<file path="src/rtl/ext_mem_arbiter_pkg.sv">
// Shared types for the external memory arbiter.
//   NUM_REQ        : number of requesters per channel (fixed at 2)
//   TAG_DATA_WIDTH : width of the forwarded-data field in the return tag;
//                    must be kept equal to the arbiter's DATA_WIDTH
//   req_id_t       : 1-bit requester id, also used as the round-robin pointer
//   ret_tag_t      : registered read-return tag {valid, id, fwd, fwd_data}
package ext_mem_arbiter_pkg;

  localparam int unsigned NUM_REQ        = 2;
  localparam int unsigned TAG_DATA_WIDTH = 32;

  typedef enum logic {
    REQ_0 = 1'b0,
    REQ_1 = 1'b1
  } req_id_t;

  typedef struct packed {
    logic                      valid;
    req_id_t                   id;
    logic                      fwd;
    logic [TAG_DATA_WIDTH-1:0] fwd_data;
  } ret_tag_t;

  function automatic req_id_t other_req(input req_id_t id);
    return (id == REQ_0) ? REQ_1 : REQ_0;
  endfunction

endpackage

</file>
<file path="src/rtl/ext_mem_arbiter_if.sv">
// Requester-side bus of the external memory arbiter (two requesters).
//   rd_req_i / rd_addr_i            : read request and address (requester -> arbiter)
//   rd_gnt_i / rd_valid_i / rd_data_i : read grant, return valid, return data
//   wr_req_i / wr_addr_i / wr_data_i : write request, address, data
//   wr_gnt_i                         : write grant
// Modports: slave = arbiter side, master = requester side.
interface ext_mem_arbiter_if #(
  parameter int unsigned ADDR_WIDTH = 20,
  parameter int unsigned DATA_WIDTH = 32
);

  logic                  rd_req_0;
  logic [ADDR_WIDTH-1:0] rd_addr_0;
  logic                  rd_gnt_0;
  logic                  rd_valid_0;
  logic [DATA_WIDTH-1:0] rd_data_0;
  logic                  rd_req_1;
  logic [ADDR_WIDTH-1:0] rd_addr_1;
  logic                  rd_gnt_1;
  logic                  rd_valid_1;
  logic [DATA_WIDTH-1:0] rd_data_1;

  logic                  wr_req_0;
  logic [ADDR_WIDTH-1:0] wr_addr_0;
  logic [DATA_WIDTH-1:0] wr_data_0;
  logic                  wr_gnt_0;
  logic                  wr_req_1;
  logic [ADDR_WIDTH-1:0] wr_addr_1;
  logic [DATA_WIDTH-1:0] wr_data_1;
  logic                  wr_gnt_1;

  modport slave (
    input  rd_req_0, rd_addr_0, rd_req_1, rd_addr_1,
    input  wr_req_0, wr_addr_0, wr_data_0, wr_req_1, wr_addr_1, wr_data_1,
    output rd_gnt_0, rd_valid_0, rd_data_0, rd_gnt_1, rd_valid_1, rd_data_1,
    output wr_gnt_0, wr_gnt_1
  );

  modport master (
    output rd_req_0, rd_addr_0, rd_req_1, rd_addr_1,
    output wr_req_0, wr_addr_0, wr_data_0, wr_req_1, wr_addr_1, wr_data_1,
    input  rd_gnt_0, rd_valid_0, rd_data_0, rd_gnt_1, rd_valid_1, rd_data_1,
    input  wr_gnt_0, wr_gnt_1
  );

endinterface

</file>
<file path="src/rtl/ext_mem_arbiter_rr_arbiter_2.sv">
// Two-requester round-robin arbiter with a 1-bit pointer.
//   clk, arst_n_in : clock, asynchronous active-low reset
//   req[1:0]       : requests
//   gnt[1:0]       : combinational one-hot (or zero) grant
// A lone requester is granted at once; on contention the requester named by
// the pointer wins. After any grant the pointer moves to the other requester.
module rr_arbiter_2
  import ext_mem_arbiter_pkg::*;
(
  input  logic               clk,
  input  logic               arst_n_in,
  input  logic [NUM_REQ-1:0] req,
  output logic [NUM_REQ-1:0] gnt
);

  req_id_t ptr_q, ptr_d;

  always_ff @(posedge clk or negedge arst_n_in) begin
    if (!arst_n_in) ptr_q <= REQ_0;
    else            ptr_q <= ptr_d;
  end

  always_comb begin
    gnt   = '0;
    ptr_d = ptr_q;
    case (req)
      2'b01:   gnt = 2'b01;
      2'b10:   gnt = 2'b10;
      2'b11:   gnt = (ptr_q == REQ_0) ? 2'b01 : 2'b10;
      default: gnt = '0;
    endcase
    if (gnt[0])      ptr_d = other_req(REQ_0);
    else if (gnt[1]) ptr_d = other_req(REQ_1);
  end

endmodule

</file>
<file path="src/rtl/ext_mem_arbiter.sv">
// External memory arbiter: two requesters share one read port and one write
// port of a memory with fixed 1-cycle read latency.
//   clk, arst_n_in        : clock, asynchronous active-low reset
//   bus (slave)           : requester read/write handshakes and read returns
//   ext_mem_read_en/addr  : memory read port (driven in the grant cycle)
//   ext_mem_qout          : memory read data, valid one cycle after read_en
//   ext_mem_write_en/addr, ext_mem_din : memory write port
//   rd_cnt_i / wr_cnt_i   : saturating per-requester grant counters
// A same-cycle read and write to one address returns the write data
// (write-first) through a forward field held in the return tag.
`ifndef REG
`define REG(q, d, rv) \
  always_ff @(posedge clk or negedge arst_n_in) \
    if (!arst_n_in) q <= (rv); \
    else q <= (d);
`endif

module ext_mem_arbiter
  import ext_mem_arbiter_pkg::*;
#(
  parameter int unsigned ADDR_WIDTH = 20,
  parameter int unsigned DATA_WIDTH = 32,
  parameter int unsigned CNT_WIDTH  = 16
) (
  input  logic                  clk,
  input  logic                  arst_n_in,
  ext_mem_arbiter_if.slave      bus,
  output logic                  ext_mem_read_en,
  output logic [ADDR_WIDTH-1:0] ext_mem_read_addr,
  input  logic [DATA_WIDTH-1:0] ext_mem_qout,
  output logic                  ext_mem_write_en,
  output logic [ADDR_WIDTH-1:0] ext_mem_write_addr,
  output logic [DATA_WIDTH-1:0] ext_mem_din,
  output logic [CNT_WIDTH-1:0]  rd_cnt_0,
  output logic [CNT_WIDTH-1:0]  rd_cnt_1,
  output logic [CNT_WIDTH-1:0]  wr_cnt_0,
  output logic [CNT_WIDTH-1:0]  wr_cnt_1
);

  logic [NUM_REQ-1:0] rd_req, rd_gnt;
  logic [NUM_REQ-1:0] wr_req, wr_gnt;

  assign rd_req = {bus.rd_req_1, bus.rd_req_0};
  assign wr_req = {bus.wr_req_1, bus.wr_req_0};

  rr_arbiter_2 u_rd_arb (
    .clk       (clk),
    .arst_n_in (arst_n_in),
    .req       (rd_req),
    .gnt       (rd_gnt)
  );

  rr_arbiter_2 u_wr_arb (
    .clk       (clk),
    .arst_n_in (arst_n_in),
    .req       (wr_req),
    .gnt       (wr_gnt)
  );

  assign bus.rd_gnt_0 = rd_gnt[0];
  assign bus.rd_gnt_1 = rd_gnt[1];
  assign bus.wr_gnt_0 = wr_gnt[0];
  assign bus.wr_gnt_1 = wr_gnt[1];

  // Memory port muxes: zero when idle so the port never shows stale addresses.
  always_comb begin
    ext_mem_read_en   = |rd_gnt;
    ext_mem_read_addr = '0;
    if (rd_gnt[0])      ext_mem_read_addr = bus.rd_addr_0;
    else if (rd_gnt[1]) ext_mem_read_addr = bus.rd_addr_1;
  end

  always_comb begin
    ext_mem_write_en   = |wr_gnt;
    ext_mem_write_addr = '0;
    ext_mem_din        = '0;
    if (wr_gnt[0]) begin
      ext_mem_write_addr = bus.wr_addr_0;
      ext_mem_din        = bus.wr_data_0;
    end else if (wr_gnt[1]) begin
      ext_mem_write_addr = bus.wr_addr_1;
      ext_mem_din        = bus.wr_data_1;
    end
  end

  // Return tag: remembers who was granted the read and, for a same-address
  // write in that cycle, the data that must be returned instead of qout.
  ret_tag_t tag_q, tag_d;
  logic     hazard;

  assign hazard = ext_mem_read_en && ext_mem_write_en &&
                  (ext_mem_read_addr == ext_mem_write_addr);

  always_comb begin
    tag_d          = '0;
    tag_d.valid    = ext_mem_read_en;
    tag_d.id       = rd_gnt[1] ? REQ_1 : REQ_0;
    tag_d.fwd      = hazard;
    tag_d.fwd_data = hazard ? TAG_DATA_WIDTH'(ext_mem_din) : '0;
  end

  `REG(tag_q, tag_d, '0)

  logic [DATA_WIDTH-1:0] ret_data;

  assign ret_data       = tag_q.fwd ? DATA_WIDTH'(tag_q.fwd_data) : ext_mem_qout;
  assign bus.rd_valid_0 = tag_q.valid && (tag_q.id == REQ_0);
  assign bus.rd_valid_1 = tag_q.valid && (tag_q.id == REQ_1);
  assign bus.rd_data_0  = bus.rd_valid_0 ? ret_data : '0;
  assign bus.rd_data_1  = bus.rd_valid_1 ? ret_data : '0;

  // Saturating grant counters, one per channel and requester.
  logic [CNT_WIDTH-1:0] rd_cnt_q [NUM_REQ];
  logic [CNT_WIDTH-1:0] rd_cnt_d [NUM_REQ];
  logic [CNT_WIDTH-1:0] wr_cnt_q [NUM_REQ];
  logic [CNT_WIDTH-1:0] wr_cnt_d [NUM_REQ];

  always_comb begin
    for (int unsigned i = 0; i < NUM_REQ; i++) begin
      rd_cnt_d[i] = rd_cnt_q[i];
      wr_cnt_d[i] = wr_cnt_q[i];
      if (rd_gnt[i] && (rd_cnt_q[i] != '1)) rd_cnt_d[i] = rd_cnt_q[i] + CNT_WIDTH'(1);
      if (wr_gnt[i] && (wr_cnt_q[i] != '1)) wr_cnt_d[i] = wr_cnt_q[i] + CNT_WIDTH'(1);
    end
  end

  `REG(rd_cnt_q, rd_cnt_d, '{default: '0})
  `REG(wr_cnt_q, wr_cnt_d, '{default: '0})

  assign rd_cnt_0 = rd_cnt_q[0];
  assign rd_cnt_1 = rd_cnt_q[1];
  assign wr_cnt_0 = wr_cnt_q[0];
  assign wr_cnt_1 = wr_cnt_q[1];

endmodule

</file>
<file path="src/flat_wrapper.sv">
// flat-port wrapper written by rule: the top's interface ports become plain ports
module ext_mem_arbiter_flat import ext_mem_arbiter_pkg::*;
#(
  parameter int unsigned ADDR_WIDTH = 20,
  parameter int unsigned DATA_WIDTH = 32,
  parameter int unsigned CNT_WIDTH  = 16
)
  (clk, arst_n_in, ext_mem_read_en, ext_mem_read_addr, ext_mem_qout, ext_mem_write_en, ext_mem_write_addr, ext_mem_din, rd_cnt_0, rd_cnt_1, wr_cnt_0, wr_cnt_1, bus_rd_req_0, bus_rd_addr_0, bus_rd_req_1, bus_rd_addr_1, bus_wr_req_0, bus_wr_addr_0, bus_wr_data_0, bus_wr_req_1, bus_wr_addr_1, bus_wr_data_1, bus_rd_gnt_0, bus_rd_valid_0, bus_rd_data_0, bus_rd_gnt_1, bus_rd_valid_1, bus_rd_data_1, bus_wr_gnt_0, bus_wr_gnt_1);
  ext_mem_arbiter_if #(.ADDR_WIDTH(ADDR_WIDTH), .DATA_WIDTH(DATA_WIDTH)) bus_i ();
  input  logic clk;
  input  logic arst_n_in;
  output logic ext_mem_read_en;
  output logic [ADDR_WIDTH-1:0] ext_mem_read_addr;
  input  logic [DATA_WIDTH-1:0] ext_mem_qout;
  output logic ext_mem_write_en;
  output logic [ADDR_WIDTH-1:0] ext_mem_write_addr;
  output logic [DATA_WIDTH-1:0] ext_mem_din;
  output logic [CNT_WIDTH-1:0] rd_cnt_0;
  output logic [CNT_WIDTH-1:0] rd_cnt_1;
  output logic [CNT_WIDTH-1:0] wr_cnt_0;
  output logic [CNT_WIDTH-1:0] wr_cnt_1;
  input wire logic [$bits(bus_i.rd_req_0)-1:0] bus_rd_req_0;
  input wire logic [$bits(bus_i.rd_addr_0)-1:0] bus_rd_addr_0;
  input wire logic [$bits(bus_i.rd_req_1)-1:0] bus_rd_req_1;
  input wire logic [$bits(bus_i.rd_addr_1)-1:0] bus_rd_addr_1;
  input wire logic [$bits(bus_i.wr_req_0)-1:0] bus_wr_req_0;
  input wire logic [$bits(bus_i.wr_addr_0)-1:0] bus_wr_addr_0;
  input wire logic [$bits(bus_i.wr_data_0)-1:0] bus_wr_data_0;
  input wire logic [$bits(bus_i.wr_req_1)-1:0] bus_wr_req_1;
  input wire logic [$bits(bus_i.wr_addr_1)-1:0] bus_wr_addr_1;
  input wire logic [$bits(bus_i.wr_data_1)-1:0] bus_wr_data_1;
  output wire logic [$bits(bus_i.rd_gnt_0)-1:0] bus_rd_gnt_0;
  output wire logic [$bits(bus_i.rd_valid_0)-1:0] bus_rd_valid_0;
  output wire logic [$bits(bus_i.rd_data_0)-1:0] bus_rd_data_0;
  output wire logic [$bits(bus_i.rd_gnt_1)-1:0] bus_rd_gnt_1;
  output wire logic [$bits(bus_i.rd_valid_1)-1:0] bus_rd_valid_1;
  output wire logic [$bits(bus_i.rd_data_1)-1:0] bus_rd_data_1;
  output wire logic [$bits(bus_i.wr_gnt_0)-1:0] bus_wr_gnt_0;
  output wire logic [$bits(bus_i.wr_gnt_1)-1:0] bus_wr_gnt_1;
  assign bus_i.rd_req_0 = bus_rd_req_0;
  assign bus_i.rd_addr_0 = bus_rd_addr_0;
  assign bus_i.rd_req_1 = bus_rd_req_1;
  assign bus_i.rd_addr_1 = bus_rd_addr_1;
  assign bus_i.wr_req_0 = bus_wr_req_0;
  assign bus_i.wr_addr_0 = bus_wr_addr_0;
  assign bus_i.wr_data_0 = bus_wr_data_0;
  assign bus_i.wr_req_1 = bus_wr_req_1;
  assign bus_i.wr_addr_1 = bus_wr_addr_1;
  assign bus_i.wr_data_1 = bus_wr_data_1;
  assign bus_rd_gnt_0 = bus_i.rd_gnt_0;
  assign bus_rd_valid_0 = bus_i.rd_valid_0;
  assign bus_rd_data_0 = bus_i.rd_data_0;
  assign bus_rd_gnt_1 = bus_i.rd_gnt_1;
  assign bus_rd_valid_1 = bus_i.rd_valid_1;
  assign bus_rd_data_1 = bus_i.rd_data_1;
  assign bus_wr_gnt_0 = bus_i.wr_gnt_0;
  assign bus_wr_gnt_1 = bus_i.wr_gnt_1;
  ext_mem_arbiter #(.ADDR_WIDTH(ADDR_WIDTH), .DATA_WIDTH(DATA_WIDTH), .CNT_WIDTH(CNT_WIDTH)) u_core (.clk(clk), .arst_n_in(arst_n_in), .bus(bus_i), .ext_mem_read_en(ext_mem_read_en), .ext_mem_read_addr(ext_mem_read_addr), .ext_mem_qout(ext_mem_qout), .ext_mem_write_en(ext_mem_write_en), .ext_mem_write_addr(ext_mem_write_addr), .ext_mem_din(ext_mem_din), .rd_cnt_0(rd_cnt_0), .rd_cnt_1(rd_cnt_1), .wr_cnt_0(wr_cnt_0), .wr_cnt_1(wr_cnt_1));
endmodule
</file>
<file path="config.mk">
export PLATFORM = sky130hd
export DESIGN_NAME = ext_mem_arbiter_flat
export DESIGN_NICKNAME = d
export VERILOG_FILES = /design/src/rtl/ext_mem_arbiter_pkg.sv /design/src/rtl/ext_mem_arbiter_if.sv /design/src/rtl/ext_mem_arbiter_rr_arbiter_2.sv /design/src/rtl/ext_mem_arbiter.sv /design/src/flat_wrapper.sv
export SDC_FILE = /design/constraint.sdc
export NUM_CORES = 1
export LEC_CHECK = 0
export CORE_AREA = 2 2 151 153
export CTS_CLUSTER_SIZE = 16
export DETAILED_ROUTE_END_ITERATION = 7
export DIE_AREA = 0 0 153 155
export MAX_ROUTING_LAYER = met4
export PLACE_DENSITY = 0.66
export SKIP_LAST_GASP = 1
export SYNTH_ARGS = -nofsm -noshare
export SYNTH_HDL_FRONTEND = slang
export SYNTH_HIERARCHICAL = 1
export SYNTH_SLANG_ARGS = --single-unit
</file>
<file path="constraint.sdc">
create_clock -name clk -period 3.8 [get_ports clk]
set_clock_uncertainty 0.2 [all_clocks]
set_input_delay 0.38 -clock clk [delete_from_list [all_inputs] [get_ports clk]]
set_output_delay 0.38 -clock clk [all_outputs]
set_load 0.01 [all_outputs]
</file>
Word level (Yosys, flattened, before mapping)
Cells that the tools add are included.
{"block": "word_totals", "ff_bits": 101, "latchBits": 0, "ram_bits": 0, "rom_bits": 0, "inputBits": 182, "out_inout_bits": 208, "word_cells": 57, "mem_count": 0}
{"block": "classes", "n_addsub": 4, "mul": 0, "n_div": 0, "magnitude_cmp": 0, "eq_ne": 11, "shifts": 0, "mux": 19, "bitwise": 1, "n_reduce_logical": 12}
{"operator": "two-way mux 32 bit", "n": 6}
{"operator": "two-way mux 20 bit", "n": 4}
{"operator": "adder 16 x 1 -> 16 bit (second input constant)", "n": 4}
{"operator": "inequality test 16 bit (second input constant)", "n": 4}
{"operator": "equality test 20 bit", "n": 1}
{"operator": "case mux 2 bit (3 select lines)", "n": 2}
{"operator": "equality test 2 bit (second input constant)", "n": 4}
{"operator": "logical AND 1 bit", "n": 8}
{"operator": "two-way mux 1 bit", "n": 5}
{"operator": "equality test 2 x 1 -> 1 bit (second input constant)", "n": 2}
{"operator": "two-way mux 2 bit", "n": 2}
{"operator": "nonzero test 2 bit", "n": 2}
{"operator": "OR reduction 2 bit", "n": 2}
{"operator": "inverter 1 bit", "n": 1}

Depth between registers and ports, before layout
{"block": "logic_depth", "ltp_word": 7, "mapped_depth": 11, "ltp_nobuf": 7}

By module
The synthesis kept the hierarchy.
{"module": "ext_mem_arbiter", "instances": 1, "cells_per_inst": 683, "area_per_inst_um2": 6394.9, "seq_area_each_um2": 2477.4}
{"module": "rr_arbiter_2", "instances": 2, "cells_per_inst": 7, "area_per_inst_um2": 61.3, "seq_area_each_um2": 25.0}

Least setup slack after synthesis
OpenSTA, ideal clock, no wires.
{"block": "synth_timing", "path_kind": "register to register", "start": "register u_core.u_rd_arb.ptr_q", "end": "register u_core/tag_q[12] (netlist name)", "setup_ps": 96, "arrival_ps": 2636, "t_required_ps": 3504, "slack_ps": 868, "stages_incl_launch_ff": 12, "path_buffers": 4, "period_less_slack_ps": 2932, "cell_sequence": "dfrtp_1 nand2b_1 and2_1 buf_6 nor2b_4 buf_6 a22o_4 a221o_1 or4b_1 buf_2 buf_6 nor4_2"}
{"element": "start, declared", "line_no": "ext_mem_arbiter_rr_arbiter_2.sv:16", "text": "req_id_t ptr_q, ptr_d;"}
{"element": "start signal, assigned", "line_no": "ext_mem_arbiter_rr_arbiter_2.sv:20", "text": "else ptr_q <= ptr_d;"}

Worst setup path in the final report
{"block": "layout_timing", "start": "input port bus_wr_req_1", "end": "output port ext_mem_din[27]"}
{"block": "layout_via", "elab_chain_cells": 4, "word_cells_on_any_way": 6, "cone_classes": "eq/ne (3); mux (3)"}
{"element": "start, declared", "line_no": "flat_wrapper.sv:29", "text": "input wire logic [$bits(bus_i.wr_req_1)-1:0] bus_wr_req_1;"}
{"element": "equality test 2 bit or equality test 2 x 1 -> 1 bit (tied branches)", "line_no": "ext_mem_arbiter_rr_arbiter_2.sv:26", "text": "case (req)"}
{"element": "case mux 2 bit (3 select lines) (*)", "line_no": "ext_mem_arbiter_rr_arbiter_2.sv:26"}
{"element": "two-way mux 32 bit", "line_no": "ext_mem_arbiter.sv:80", "text": "end else if (wr_gnt[1]) begin"}
{"element": "two-way mux 32 bit (*)", "line_no": "ext_mem_arbiter.sv:77", "text": "if (wr_gnt[0]) begin"}
{"element": "end, declared", "line_no": "flat_wrapper.sv:17", "text": "output logic [DATA_WIDTH-1:0] ext_mem_din;"}
Every way passes the cells marked *; elsewhere a longest branch is shown, timed or not.

==> results.tsv <==
stage	metric	value	unit
power	powerDensity	358	nW/um^2
sta	drv_slew	0	
min_path	min_path_type	reg2reg	
setup_path	critPathLaunchType	input port	
yosys	yosys-top-cells-count	dfrtp_1, nand2_1, nor2_1, a22o_1, nand3_1	
floorplanning	die_w	153	um
floorplanning	die_h	155	um
floorplanning	dieArea	23700	um^2
setup_path	slowest_delay	550	ps
yosys	ys_types	48	
placed_design	gp_congestion	0.919	
setup_path	crit_start	bus_wr_req_1	
setup_path	crit_slowest_cell	clkdlybuf4s50_1	
yosys	async_flop_share	100	%
clock_network	cts_tree	built	
grt	grt_pass1_vias	7049	
detailed_routing	drc	0	
placed_design	portBuffers	389	
yosys	synth_area_leaders	dfrtp_1, a22o_1, nor4_2	
floorplanning	ios	390	
grt	track_usage	22.6	%
grt	overflow	0	
setup_path	cp-endpoint	ext_mem_din[27]	
clock_network	clk_pin_slew	70	ps
run	max_cap_viol_count	0	
sta	rsz0062_at_grt	false	
sta	min_period_over_period	88.1	%
sta	final.setup.tns	0	ps
sta	maxSlewHeadroom	18.2	%
detailed_routing	wl	26800	um
yosys	synth_area_leader_cell	dfrtp_1	
floorplanning	fp.coreArea	22200	um^2
grt	grt_max_degree	68	
setup_path	cp.required	3220	ps
detailed_routing	ant_nets	0	
detailed_routing	wire_per_inst	19.8	um
setup_path	r2r_setup_slack	610	ps
setup_path	crit_arrival	2770	ps
sta	worst_slew_pin_slew	1210	ps
finish	nets	1251	
yosys	synth_most_common_cell	dfrtp_1	
sta	max_freq	299	MHz
sta	period_minus_slack	3350	ps
setup_path	cp.buffers_inverters	3	
setup_path	crit_top_cell	clkdlybuf4s50_1	
detailed_routing	drtPass1Iterations	6	
clock_network	cts.sinks	101	
yosys	ys.flop_type	dfrtp_1	
floorplanning	row_count	55	
clock_network	cts_root_buffer	clkbuf_16	
setup_path	r2r_cells	7	
placed_design	dp_hpwl	20600	um
finish	area_delta_synth_final	68.9	%
sta	final-hold-violation-count	0	
yosys	synthesis.area	6520	um^2
yosys	synth_top_area_share	38.8	%
yosys	ys_seq_area_share	38.8	%
finish	num-fill-cells	2086	
setup_path	crit_path_end_kind	primary output	
detailed_routing	drt_iter0_drc	329	
yosys	synth_edf_count	0	
outcome	status	finished clean	
yosys	syn_area_per_cell	9.35	um^2
yosys	ys_warn_count	6	
setup_path	cp_max_fo	32	
grt	antenna_found_initial	1	
setup_path	crit_family	buffers and inverters	
sta	finalSetupViolCount	0	
finish	drive_gt1_share	8.04	%
clock_network	cts_made_buffers	9	
setup_path	reg2reg_to	u_core/tag_q[1]$_DFF_PN0_	
setup_path	r2r_start	u_core/u_rd_arb/ptr_q$_DFFE_PN0P_	
clock_network	post-cts-setup-buffers	0	
floorplanning	initial_utilization	29.3	%
yosys	syn_inst	697	
grt	grt_pass1_wl	41100	um
setup_path	cp_cell_sequence	clkdlybuf4s50_1 -> and2_1 -> nor2b_4 -> buf_4 -> a22o_1 -> clkdlybuf4s50_1	
detailed_routing	vias	6936	
detailed_routing	avgViaCountPerCell	5.12	
setup_path	criticalPathCategory	in2out	
clock_network	clock_latency	350	ps
clock_network	htreeDepth	3	
setup_path	worst-path-stages	6	
yosys	synth_fp_nets	883	
yosys	ys_ff_latch	101	
power	vdd_drop_max	0.318	mV
finish	utilization	49.5	%
clock_network	clk_path_buf_depth	2	
power	p_leak	4.42	nW
## kinds of logic after synthesis
group                    Yosys count  synth area share, %
XOR/XNOR                          62                 8.33
AND/OR/NAND/NOR                  344                 30.7
flip-flops                       101                 38.8
multiplexers                      36                 5.61
adder cells (fa/ha/maj)            4                0.768
buffers and inverters             65                 4.99
AO/OA/AOI/OAI                     85                 10.9
## worst min-delay path by stage
stage / cells past startpoint / start / end
finish: 1 / u_core/rd_cnt_1[5]$_DFFE_PN0P_ / u_core/rd_cnt_1[5]$_DFFE_PN0P_
global route: 1 / u_core/rd_cnt_1[5]$_DFFE_PN0P_ / u_core/rd_cnt_1[5]$_DFFE_PN0P_
CTS: 1 / u_core/rd_cnt_1[5]$_DFFE_PN0P_ / u_core/rd_cnt_1[5]$_DFFE_PN0P_
detailed placement: 1 / u_core/rd_cnt_1[5]$_DFFE_PN0P_ / u_core/rd_cnt_1[5]$_DFFE_PN0P_
global placement: 1 / u_core/rd_cnt_1[5]$_DFFE_PN0P_ / u_core/rd_cnt_1[5]$_DFFE_PN0P_
floorplan: 0 / arst_n_in / u_core/rd_cnt_0[0]$_DFFE_PN0P_
## metrics by stage
step                      cells  instance area, um^2  hold WS [ps]  worst slack, ps  power [mW]
final                      1356                11000           294              451        3.94
after CTS                  1355                11000           302              440        3.97
after detailed placement   1338                10700           285              193        2.98
after global placement     1338                10700           284              331        2.98
after floorplan             697                 6520          -116              868        2.04
after global routing       1356                11000           312              312        4.15
## repair_timing
item / 4_1_cts / 5_1_grt
resized for setup: 0 / 0
hold buffers: 1 / 0
hold endpoints to repair: 25 / 0
## power by group
part | leakage, nW | internal (mW) | total [mW] | switching, mW
clock | 0.152 | 0.523 | 0.974 | 0.452
sequential | 1.35 | 1.21 | 1.39 | 0.181
combinational | 2.93 | 0.862 | 1.57 | 0.711
total | 4.42 | 2.59 | 3.94 | 1.34
## placed cells by master (no fill, tap or decap), types with 3 or more instances in the layout
master and n:
xor2_1 24, mux2i_1 32, and3_1 16, inv_1 10, clkdlybuf4s50_1 388, nor2b_1 3
nand2_1 77, nor2_1 73, nand4_1 31, a21oi_1 4, nand3_1 47, ha_1 4
and2_1 9, dfrtp_1 100, nand2b_1 3, nand4b_1 4, mux2_2 4, buf_4 22
a22o_1 55, xnor2_1 38, nor4_2 29, or2_2 3, nand3b_1 24, and4_1 8
nor3_1 4, nor4_1 5, a22oi_1 5, clkbuf_16 9
## flip-flops by register name, indices dropped and copies added (netlist names)
name and cells:
u_core/tag_q 35, u_core/wr_cnt_0 16, u_core/u_wr_arb/ptr_q 1, u_core/u_rd_arb/ptr_q 1, u_core/rd_cnt_1 16, u_core/wr_cnt_1 16
u_core/rd_cnt_0 16
## routing by layer
metal / global-route usage [%] / part of all wire (%) / vias to the layer above
li1: - / - / 3260
met1: 27.6 / 41 / 3337
met2: 37.7 / 50 / 309
met3: 5.21 / 6.9 / 30
met4: 6.53 / 1.8 / 0
met5: - / 0 / -
## layout make-up
type / count / area (um^2) / area share [%]
multi-input cells: 531 / 3700 / 33.6
clock buffers: 9 / 225 / 2.05
repair buffers: 412 / 4080 / 37.1
inverters: 10 / 37.5 / 0.341
clock inverters: 7 / 81.3 / 0.739
well taps: 285 / 357 / 3.24
diodes: 1 / 2.50 / 0.0227
flip-flops and latches: 101 / 2530 / 23.0
No activity file was read; power rests on OpenSTA's default activity.
